==> config.mk <==
export PLATFORM = sky130hd
export DESIGN_NAME = fetch_queue_flat
export DESIGN_NICKNAME = d
export VERILOG_FILES = /design/src/rtl/fetch_queue_if.sv /design/src/rtl/fetch_queue.sv /design/src/flat_wrapper.sv
export SDC_FILE = /design/constraint.sdc
export NUM_CORES = 1
export LEC_CHECK = 0
export CAP_MARGIN = 5
export CORE_ASPECT_RATIO = 0.75
export CORE_MARGIN = 2
export CORE_UTILIZATION = 24
export DETAILED_ROUTE_END_ITERATION = 7
export DONT_BUFFER_PORTS = 1
export GPL_TIMING_DRIVEN = 0
export PLACE_DENSITY = 0.4
export SETUP_SLACK_MARGIN = 0.05
export SYNTH_ARGS = -nofsm -noshare
export SYNTH_HDL_FRONTEND = slang
export SYNTH_SLANG_ARGS = --single-unit
==> constraint.sdc <==
create_clock -name clk -period 5.5 [get_ports clk]
set_clock_uncertainty 0.1 [all_clocks]
set_input_delay 0.55 -clock clk [delete_from_list [all_inputs] [get_ports clk]]
set_output_delay 0.55 -clock clk [all_outputs]
set_load 0.05 [all_outputs]
==> src/rtl/fetch_queue_if.sv <==
// Handshake bundle between the PC register, instruction memory and decode for fetch_queue.
// The fetch queue takes the slave view; the surrounding pipeline drives the master view.
interface fetch_queue_if #(
  parameter int XLEN = 32
);
  logic [XLEN-1:0] pc_in;
  logic            pc_valid;
  logic            pc_accept;
  logic            flush;
  logic            imem_req_valid;
  logic            imem_req_ready;
  logic [XLEN-1:0] imem_req_addr;
  logic            imem_resp_valid;
  logic [XLEN-1:0] imem_resp_data;
  logic            if_valid;
  logic            if_ready;
  logic [XLEN-1:0] if_pc;
  logic [XLEN-1:0] if_instr;
  logic            if_misaligned;

  modport slave (
    input  pc_in, pc_valid, flush, imem_req_ready, imem_resp_valid, imem_resp_data, if_ready,
    output pc_accept, imem_req_valid, imem_req_addr, if_valid, if_pc, if_instr, if_misaligned
  );

  modport master (
    output pc_in, pc_valid, flush, imem_req_ready, imem_resp_valid, imem_resp_data, if_ready,
    input  pc_accept, imem_req_valid, imem_req_addr, if_valid, if_pc, if_instr, if_misaligned
  );
endinterface

==> src/rtl/fetch_queue.sv <==
// In-order instruction fetch queue: PC -> imem request -> DEPTH-slot buffer -> decode.
// Optional FETCH_MISALIGN_CHECK_EN turns misaligned PCs into pre-filled NOP slots flagged if_misaligned.
module fetch_queue #(
  parameter int XLEN  = 32,
  parameter int DEPTH = 4
) (
  input logic          clk,
  input logic          rst,
  fetch_queue_if.slave bus
);
  localparam int PW = $clog2(DEPTH);
`ifdef FETCH_MISALIGN_CHECK_EN
  localparam logic [XLEN-1:0] NOP_INSTR = XLEN'(32'h0000_0013);
`endif

  logic [XLEN-1:0] pc_r    [DEPTH];
  logic [XLEN-1:0] instr_r [DEPTH];
  logic [DEPTH-1:0] filled_r;
`ifdef FETCH_MISALIGN_CHECK_EN
  logic [DEPTH-1:0] mis_r;
`endif
  logic [PW-1:0] head_r;
  logic [PW-1:0] tail_r;
  logic [PW:0]   alloc_cnt_r;
  logic [PW:0]   drop_cnt_r;

  logic [PW+1:0] credit_s;
  logic          open_s;
  logic          mis_s;
  logic          req_valid_s;
  logic          accept_s;
  logic          if_valid_s;
  logic          pop_s;
  logic          fill_s;
  logic          drop_hit_s;
  logic          fill_found_s;
  logic [PW-1:0] fill_idx_s;
  logic [PW-1:0] scan_idx_s;
  logic [PW:0]   unfilled_s;
  logic [PW:0]   drop_flush_s;

  // Oldest allocated-but-unfilled slot, plus how many such slots a flush would orphan
  always_comb begin
    fill_found_s = 1'b0;
    fill_idx_s   = head_r;
    scan_idx_s   = head_r;
    unfilled_s   = (PW+1)'(0);
    for (int i = 0; i < DEPTH; i++) begin
      scan_idx_s = head_r + PW'(i);
      if (((PW+1)'(i) < alloc_cnt_r) && !filled_r[scan_idx_s]) begin
        unfilled_s = unfilled_s + (PW+1)'(1);
        if (!fill_found_s) begin
          fill_found_s = 1'b1;
          fill_idx_s   = scan_idx_s;
        end else begin
          fill_found_s = 1'b1;
        end
      end else begin
        unfilled_s = unfilled_s;
      end
    end
  end

  // Request, accept, pop, fill and drop decisions for this cycle
  always_comb begin
    credit_s = (PW+2)'(DEPTH) - {1'b0, alloc_cnt_r} - {1'b0, drop_cnt_r};
`ifdef FETCH_MISALIGN_CHECK_EN
    mis_s = (bus.pc_in[1:0] != 2'b00);
`else
    mis_s = 1'b0;
`endif
    open_s      = bus.pc_valid & (credit_s != (PW+2)'(0)) & ~bus.flush & ~rst;
    req_valid_s = open_s & ~mis_s;
    accept_s    = (req_valid_s & bus.imem_req_ready) | (open_s & mis_s);
    if_valid_s  = filled_r[head_r] & ~bus.flush;
    pop_s       = if_valid_s & bus.if_ready;
    drop_hit_s  = bus.imem_resp_valid & (drop_cnt_r != (PW+1)'(0));
    fill_s      = bus.imem_resp_valid & (drop_cnt_r == (PW+1)'(0)) & fill_found_s;
    // A response arriving during the flush retires one of the requests being orphaned
    drop_flush_s = drop_cnt_r + unfilled_s;
    if (bus.imem_resp_valid && (drop_flush_s != (PW+1)'(0))) begin
      drop_flush_s = drop_flush_s - (PW+1)'(1);
    end else begin
      drop_flush_s = drop_flush_s;
    end
  end

  assign bus.pc_accept      = accept_s;
  assign bus.imem_req_valid = req_valid_s;
  assign bus.imem_req_addr  = bus.pc_in;
  assign bus.if_valid       = if_valid_s;
  assign bus.if_pc          = pc_r[head_r];
  assign bus.if_instr       = instr_r[head_r];
`ifdef FETCH_MISALIGN_CHECK_EN
  assign bus.if_misaligned  = mis_r[head_r] & filled_r[head_r];
`else
  assign bus.if_misaligned  = 1'b0;
`endif

  // Slot storage, ring pointers and occupancy/drop counters
  always_ff @(posedge clk) begin
    if (rst) begin
      head_r      <= PW'(0);
      tail_r      <= PW'(0);
      alloc_cnt_r <= (PW+1)'(0);
      drop_cnt_r  <= (PW+1)'(0);
      filled_r    <= {DEPTH{1'b0}};
`ifdef FETCH_MISALIGN_CHECK_EN
      mis_r       <= {DEPTH{1'b0}};
`endif
      for (int i = 0; i < DEPTH; i++) begin
        pc_r[i]    <= {XLEN{1'b0}};
        instr_r[i] <= {XLEN{1'b0}};
      end
    end else if (bus.flush) begin
      head_r      <= PW'(0);
      tail_r      <= PW'(0);
      alloc_cnt_r <= (PW+1)'(0);
      drop_cnt_r  <= drop_flush_s;
      filled_r    <= {DEPTH{1'b0}};
`ifdef FETCH_MISALIGN_CHECK_EN
      mis_r       <= {DEPTH{1'b0}};
`endif
    end else begin
      if (accept_s) begin
        pc_r[tail_r]     <= bus.pc_in;
        filled_r[tail_r] <= mis_s;
        tail_r           <= tail_r + PW'(1);
`ifdef FETCH_MISALIGN_CHECK_EN
        mis_r[tail_r]    <= mis_s;
        if (mis_s) begin
          instr_r[tail_r] <= NOP_INSTR;
        end
`endif
      end
      if (fill_s) begin
        instr_r[fill_idx_s]  <= bus.imem_resp_data;
        filled_r[fill_idx_s] <= 1'b1;
      end
      if (pop_s) begin
        filled_r[head_r] <= 1'b0;
        head_r           <= head_r + PW'(1);
`ifdef FETCH_MISALIGN_CHECK_EN
        mis_r[head_r]    <= 1'b0;
`endif
      end
      if (drop_hit_s) begin
        drop_cnt_r <= drop_cnt_r - (PW+1)'(1);
      end
      alloc_cnt_r <= alloc_cnt_r + {{PW{1'b0}}, accept_s} - {{PW{1'b0}}, pop_s};
    end
  end
endmodule

==> src/flat_wrapper.sv <==
// flat-port wrapper written by rule: the top's interface ports become plain ports
module fetch_queue_flat 
#(
  parameter int XLEN  = 32,
  parameter int DEPTH = 4
)
  (clk, rst, bus_pc_in, bus_pc_valid, bus_flush, bus_imem_req_ready, bus_imem_resp_valid, bus_imem_resp_data, bus_if_ready, bus_pc_accept, bus_imem_req_valid, bus_imem_req_addr, bus_if_valid, bus_if_pc, bus_if_instr, bus_if_misaligned);
  fetch_queue_if #(.XLEN(XLEN)) bus_i ();
  input logic clk;
  input logic rst;
  input wire logic [$bits(bus_i.pc_in)-1:0] bus_pc_in;
  input wire logic [$bits(bus_i.pc_valid)-1:0] bus_pc_valid;
  input wire logic [$bits(bus_i.flush)-1:0] bus_flush;
  input wire logic [$bits(bus_i.imem_req_ready)-1:0] bus_imem_req_ready;
  input wire logic [$bits(bus_i.imem_resp_valid)-1:0] bus_imem_resp_valid;
  input wire logic [$bits(bus_i.imem_resp_data)-1:0] bus_imem_resp_data;
  input wire logic [$bits(bus_i.if_ready)-1:0] bus_if_ready;
  output wire logic [$bits(bus_i.pc_accept)-1:0] bus_pc_accept;
  output wire logic [$bits(bus_i.imem_req_valid)-1:0] bus_imem_req_valid;
  output wire logic [$bits(bus_i.imem_req_addr)-1:0] bus_imem_req_addr;
  output wire logic [$bits(bus_i.if_valid)-1:0] bus_if_valid;
  output wire logic [$bits(bus_i.if_pc)-1:0] bus_if_pc;
  output wire logic [$bits(bus_i.if_instr)-1:0] bus_if_instr;
  output wire logic [$bits(bus_i.if_misaligned)-1:0] bus_if_misaligned;
  assign bus_i.pc_in = bus_pc_in;
  assign bus_i.pc_valid = bus_pc_valid;
  assign bus_i.flush = bus_flush;
  assign bus_i.imem_req_ready = bus_imem_req_ready;
  assign bus_i.imem_resp_valid = bus_imem_resp_valid;
  assign bus_i.imem_resp_data = bus_imem_resp_data;
  assign bus_i.if_ready = bus_if_ready;
  assign bus_pc_accept = bus_i.pc_accept;
  assign bus_imem_req_valid = bus_i.imem_req_valid;
  assign bus_imem_req_addr = bus_i.imem_req_addr;
  assign bus_if_valid = bus_i.if_valid;
  assign bus_if_pc = bus_i.if_pc;
  assign bus_if_instr = bus_i.if_instr;
  assign bus_if_misaligned = bus_i.if_misaligned;
  fetch_queue #(.XLEN(XLEN), .DEPTH(DEPTH)) u_core (.clk(clk), .rst(rst), .bus(bus_i));
endmodule
**Word level (Yosys, flattened, before mapping)**

Memory sizes are Yosys's and may differ from the RTL's. A register that Yosys moved wholly into a read port is not among the register bits.
Cells that the tools add are included.

- Bits in registers: 14
- Bits in latches: 0
- Bits in writable memories: 256
- Bits in read-only memories: 0
- Input bits: 71
- Word-level logic and storage cells: 128
- Memories kept: 2

- $add $sub $neg: 14
- Multipliers: 0
- Divide/modulo/power cells: 0
- $lt $le $gt $ge: 13
- Eq/ne operators: 0
- Shifts and indexed selects: 0
- Muxes and demuxes: 58
- Bitwise gates (word level): 16
- Reductions and logical operators: 20

Memory list:

| memory | depth | width | rd ports | clocked after Yosys merged registers in | wr ports | line | text |
|---|---|---|---|---|---|---|---|
| u_core.instr_r | 4 | 32 | 1 | 1 | 4 | fetch_queue.sv:17 | `logic [XLEN-1:0] instr_r [DEPTH];` |
| u_core.pc_r | 4 | 32 | 1 | 1 | 4 | fetch_queue.sv:16 | `logic [XLEN-1:0] pc_r [DEPTH];` |

Operators with widths:

| cell | count |
|---|---|
| $mux W32 | 2 |
| $reduce_or A32 Y1 | 2 |
| $mux W4 | 7 |
| $mux W1 | 24 |
| $mux W2 | 12 |
| $lt A2 B3 Y1 const B | 6 |
| $mux W3 | 6 |
| $and A1 B1 Y1 | 9 |
| $and A4 B4 Y4 | 2 |
| $bmux W1 S2 | 4 |
| $logic_and A1 B1 Y1 | 8 |
| $not A4 Y4 | 2 |
| $add A3 B1 Y3 const B | 2 |
| $demux W1 S2 | 3 |
| $ge A2 B1 Y1 const B | 3 |
| $lt A1 B3 Y1 const A | 2 |
| $lt A2 B3 Y1 const A | 2 |
| $reduce_bool A3 Y1 | 2 |
| $sub A3 B1 Y3 const B | 2 |
| $add A2 B1 Y2 const B | 2 |
| $add A2 B2 Y2 const B | 2 |
| $logic_not A1 Y1 | 4 |
| $or A4 B4 Y4 | 1 |
| $reduce_bool A4 Y1 | 1 |
| other kinds (10) | 11 |

**Logic depth before layout (Yosys ltp)**

- Depth after elaboration: 21
- Depth in mapped cells: 20
- Mapped depth without buffers: 18

**Worst setup path before layout**

Ideal clock, no wire load.

- Path type: reg-to-reg
- Start: register u_core.head_r[0]
- End: memory u_core.instr_r[0][0], enable pin
- Setup time: 0.470 ns
- Arrival: 5.474 ns
- Data required time: 4.930 ns
- Path slack: -0.544 ns
- Stages on the path, launching flop included: 14
- Path buffers: 3
- Cell sequence: dfxtp_1 -> buf_6 -> inv_1 -> ha_1 -> buf_2 -> mux4_2 -> nor2_1 -> inv_1 -> ha_1 -> or4b_1 -> o311ai_2 -> nand3_2 -> buf_4 -> o31ai_1

RTL lines:

| item | line | text |
|---|---|---|
| from (decl) | fetch_queue.sv:22 | `logic [PW-1:0] head_r;` |
| from (signal assigned) | fetch_queue.sv:142 | `head_r <= head_r + PW'(1);` |
| to (decl) | fetch_queue.sv:17 |  |

==> results.cfg <==
[drt]
drt_iter0_markers = 426
firstDrtPassIters = 4
wl_per_cell_um = 22.33
routed_wl_um = 37490
vias = 7262
via_per_inst = 4.325
ant_nets = 0
drc = 0

[place]
port_buffers = 0
hpwl_um = 25200
dp.cells = 1623
placed_area_um2 = 14370
place_congestion = 0.7220

[synthesis]
synth_fa_ha_area_share_pct = 2.816
ys_async_sr_fraction_pct = 0
ys_seq_area_share_pct = 60.47
ys_warn_count = 0
synth_top_family_by_area = simple AND/OR/NAND/NOR gates
synth_compound_area_share_pct = 2.948
synth_nets = 992
synthDistinctLibCells = 58
synth_ff_type = edfxtp_1
synthXorXnorAreaFrac_pct = 0.7937
synth-seq-cells = 272
synthSimpleGateAreaFrac_pct = 15.15
synthCells = 893
synth_edf_count = 256
synthesis.area_um2 = 13240
yosys-mux-area-fraction_pct = 11.80
avgSynthCellArea_um2 = 14.83

[worst_setup_path]
slowest_delay_ns = 0.67
r2r_slack_ns = 0.43
critPathLaunchType = flip-flop
worstPathArrival_ns = 5.21
cp_max_fo = 14
worstSetupPathType = reg -> reg
required_ns = 5.64
slowest_stage = o31ai_4
cp-end-kind = flip-flop
path_cells = inv_1, ha_1, buf_2, mux4_2, nor2_1, inv_1, ha_1, or4b_1, o311ai_2, nand3_2, buf_4, o31ai_4, buf_8, buf_8

[pwr]
p_per_area_nw_per_um2 = 320.4
p_leak_nw = 5.282
irDropWorstVdd_v = 0.0001629

[global_route]
grt_pass1_vias = 7802
grt-ovfl-total = 0
grtUsageTotal_pct = 13.35
grt_pass1_wl_um = 55410
grt_max_degree = 33
antenna_found_initial = 2

[floorplan]
die_h_um = 207.4
die_area_um2 = 57090
coreArea_um2 = 54530
core.rowCount = 74
initial_core_util_pct = 24.28
io_pins = 171
die_x_um = 275.2

[cts]
clk_pin_slew_ns = 0.06
root_buffer = clkbuf_16
cts_buffers = 35
post_cts_buffers = 0
cts_tree = done
cts_hold_buf = 0
cts_buffer_depth = 3
insertion_delay_ns = 0.55
clock-sinks = 272
h-tree-depth = 2

[run]
maxCapViolations = 0

[layout]
nNetsFinal = 1038
diodes = 0
design_area_um2 = 15380
area_growth_pct = 16.16
fillers = 5460
finalNonFillerCells = 1679
layout-drive-gt1-share_pct = 26.65

[worst_hold_path]
hp-class = in -> reg

[timing]
tightest_slew_ns = 1.204
maxSlewViolCount = 0
maxSlewHeadroom_pct = 19.74
setup_viol = 0
period_share_pct = 92.21
fmax_ghz = 0.1972
fin_crit_ns = 5.071
rsz0062_at_grt = no
hold_viol = 0

[status]
status = completed
-- registers in the layout (all words and copies together), names as in the netlist, named ones only --
signal / flops
u_core.tail_r: 2
u_core.head_r: 2
u_core.pc_r: 128
u_core.filled_r: 4
u_core.drop_cnt_r: 3
u_core.alloc_cnt_r: 3
u_core.instr_r: 128
-- cell families (layout without fill, tap and decap cells) --
logic type	after synthesis	after routing
AND/OR/NAND/NOR	318	318
buffers and inverters	148	212
flip-flops	272	272
XOR/XNOR	12	12
adder cells (fa/ha/maj)	28	28
other	1	1
multiplexers	71	71
AO/OA/AOI/OAI	43	43
-- synthesized netlist by cell type, types with 3 or more instances --
master / number / area share, %
fa_1: 3 / 0.45
inv_1: 55 / 1.6
buf_1: 7 / 0.20
clkbuf_1: 28 / 0.79
mux4_2: 68 / 12
nand2_1: 47 / 1.3
nor3b_2: 3 / 0.28
nor2_1: 14 / 0.40
or2_2: 4 / 0.19
and2_1: 132 / 6.2
nor3_2: 51 / 3.9
buf_2: 7 / 0.26
and3_1: 3 / 0.14
a31oi_1: 3 / 0.14
xnor2_1: 10 / 0.66
a21boi_0: 3 / 0.17
edfxtp_1: 256 / 58
a21oi_1: 6 / 0.23
o31ai_1: 3 / 0.17
dfxtp_1: 16 / 2.4
a211oi_1: 4 / 0.23
nor3_1: 49 / 1.9
buf_6: 10 / 0.85
buf_4: 41 / 2.3
ha_1: 25 / 2.4
-- where the power goes --
part	switching, mW	internal, mW
clock network	0.883	1.20
registers	0.0318	2.36
logic	0.331	0.126
-- cell type report --
cell class / count / area [um^2] / share of cell area [%]
flip-flops and latches: 272 / 8008 / 52.06
multi-input cells: 473 / 4517 / 29.36
clock buffers: 47 / 942.2 / 6.125
well taps: 722 / 903.4 / 5.873
plain buffers: 93 / 586.8 / 3.815
inverters: 55 / 206.4 / 1.342
repair buffers: 9 / 165.2 / 1.074
clock inverters: 8 / 53.80 / 0.3498
-- repair_timing --
| item | in CTS | in global routing |
|---|---|---|
| resized for setup | 0 | 1 |
| hold endpoints to repair | 0 | 0 |
| setup endpoints to repair | 0 | 1 |
-- per-layer routing --
layer  vias to the layer above  share of wire [%]  global-route usage, %
met2                       112                 46                  20.19
li1                       3363                  -                      -
met1                      3741                 48                  19.08
met4                         4                1.3                  2.665
met5                         -              0.080                      0
met3                        42                5.3                  3.702
-- placed cells by master, fill, tap and decap left out, drive strengths merged, types with 3 or more instances in the layout --
| cell | Yosys | routed |
|---|---|---|
| nor3b | 5 | 5 |
| inv | 55 | 56 |
| clkinv | 0 | 6 |
| a31oi | 3 | 3 |
| a211oi | 6 | 6 |
| mux4 | 68 | 68 |
| a21oi | 6 | 6 |
| nand2 | 47 | 47 |
| nand3 | 3 | 3 |
| edfxtp | 256 | 256 |
| o211ai | 4 | 4 |
| and3 | 3 | 3 |
| a2111oi | 3 | 3 |
| nor2 | 14 | 14 |
| buf | 65 | 74 |
| a21boi | 3 | 3 |
| clkbuf | 28 | 75 |
| xnor2 | 10 | 10 |
| and2 | 132 | 132 |
| dfxtp | 16 | 16 |
| or2 | 5 | 5 |
| o31ai | 3 | 3 |
| fa | 3 | 3 |
| nor3 | 100 | 100 |
| ha | 25 | 25 |
-- through the flow --
step	setup WS (ns)	setup TNS, ns	power [mW]	hold WS (ns)	utilization [%]
global route	0.1283	0	5.108	0.07175	28.21
CTS	0.3983	0	4.997	0.06322	28.17
global placement	-3.532	-364.30	2.887	0.4602	25.95
detailed placement	0.4540	0	2.901	0.4710	26.35
floorplan	-0.5437	-34.80	2.781	0.3872	-
finish	0.4287	0	4.928	0.09755	28.21
-- final timing paths --
check,to,from,depth (start not counted)
worst max-delay path,u_core.instr_r[0][9]$_SDFFCE_PN0P_,u_core.head_r[1]$_SDFFE_PP0P_,14
worst min-delay path,u_core.pc_r[0][15]$_SDFFCE_PN0P_,bus_pc_in[15],1
worst max register to register,u_core.instr_r[0][9]$_SDFFCE_PN0P_,u_core.head_r[1]$_SDFFE_PP0P_,14
worst min register to register,u_core.filled_r[3]$_SDFF_PP0_,u_core.filled_r[3]$_SDFF_PP0_,2
-- critical path, delay by kind of cell, from the launching register on --
kind	cells	cell delay, ns
AOI/OAI and AO/OA	2	0.83
muxes	1	0.57
DFF	1	0.48
buffers and inverters	6	1.21
and+or+nand+nor	3	0.95
adders and majority gates	2	0.60
No activity file was read; power rests on OpenSTA's default activity.
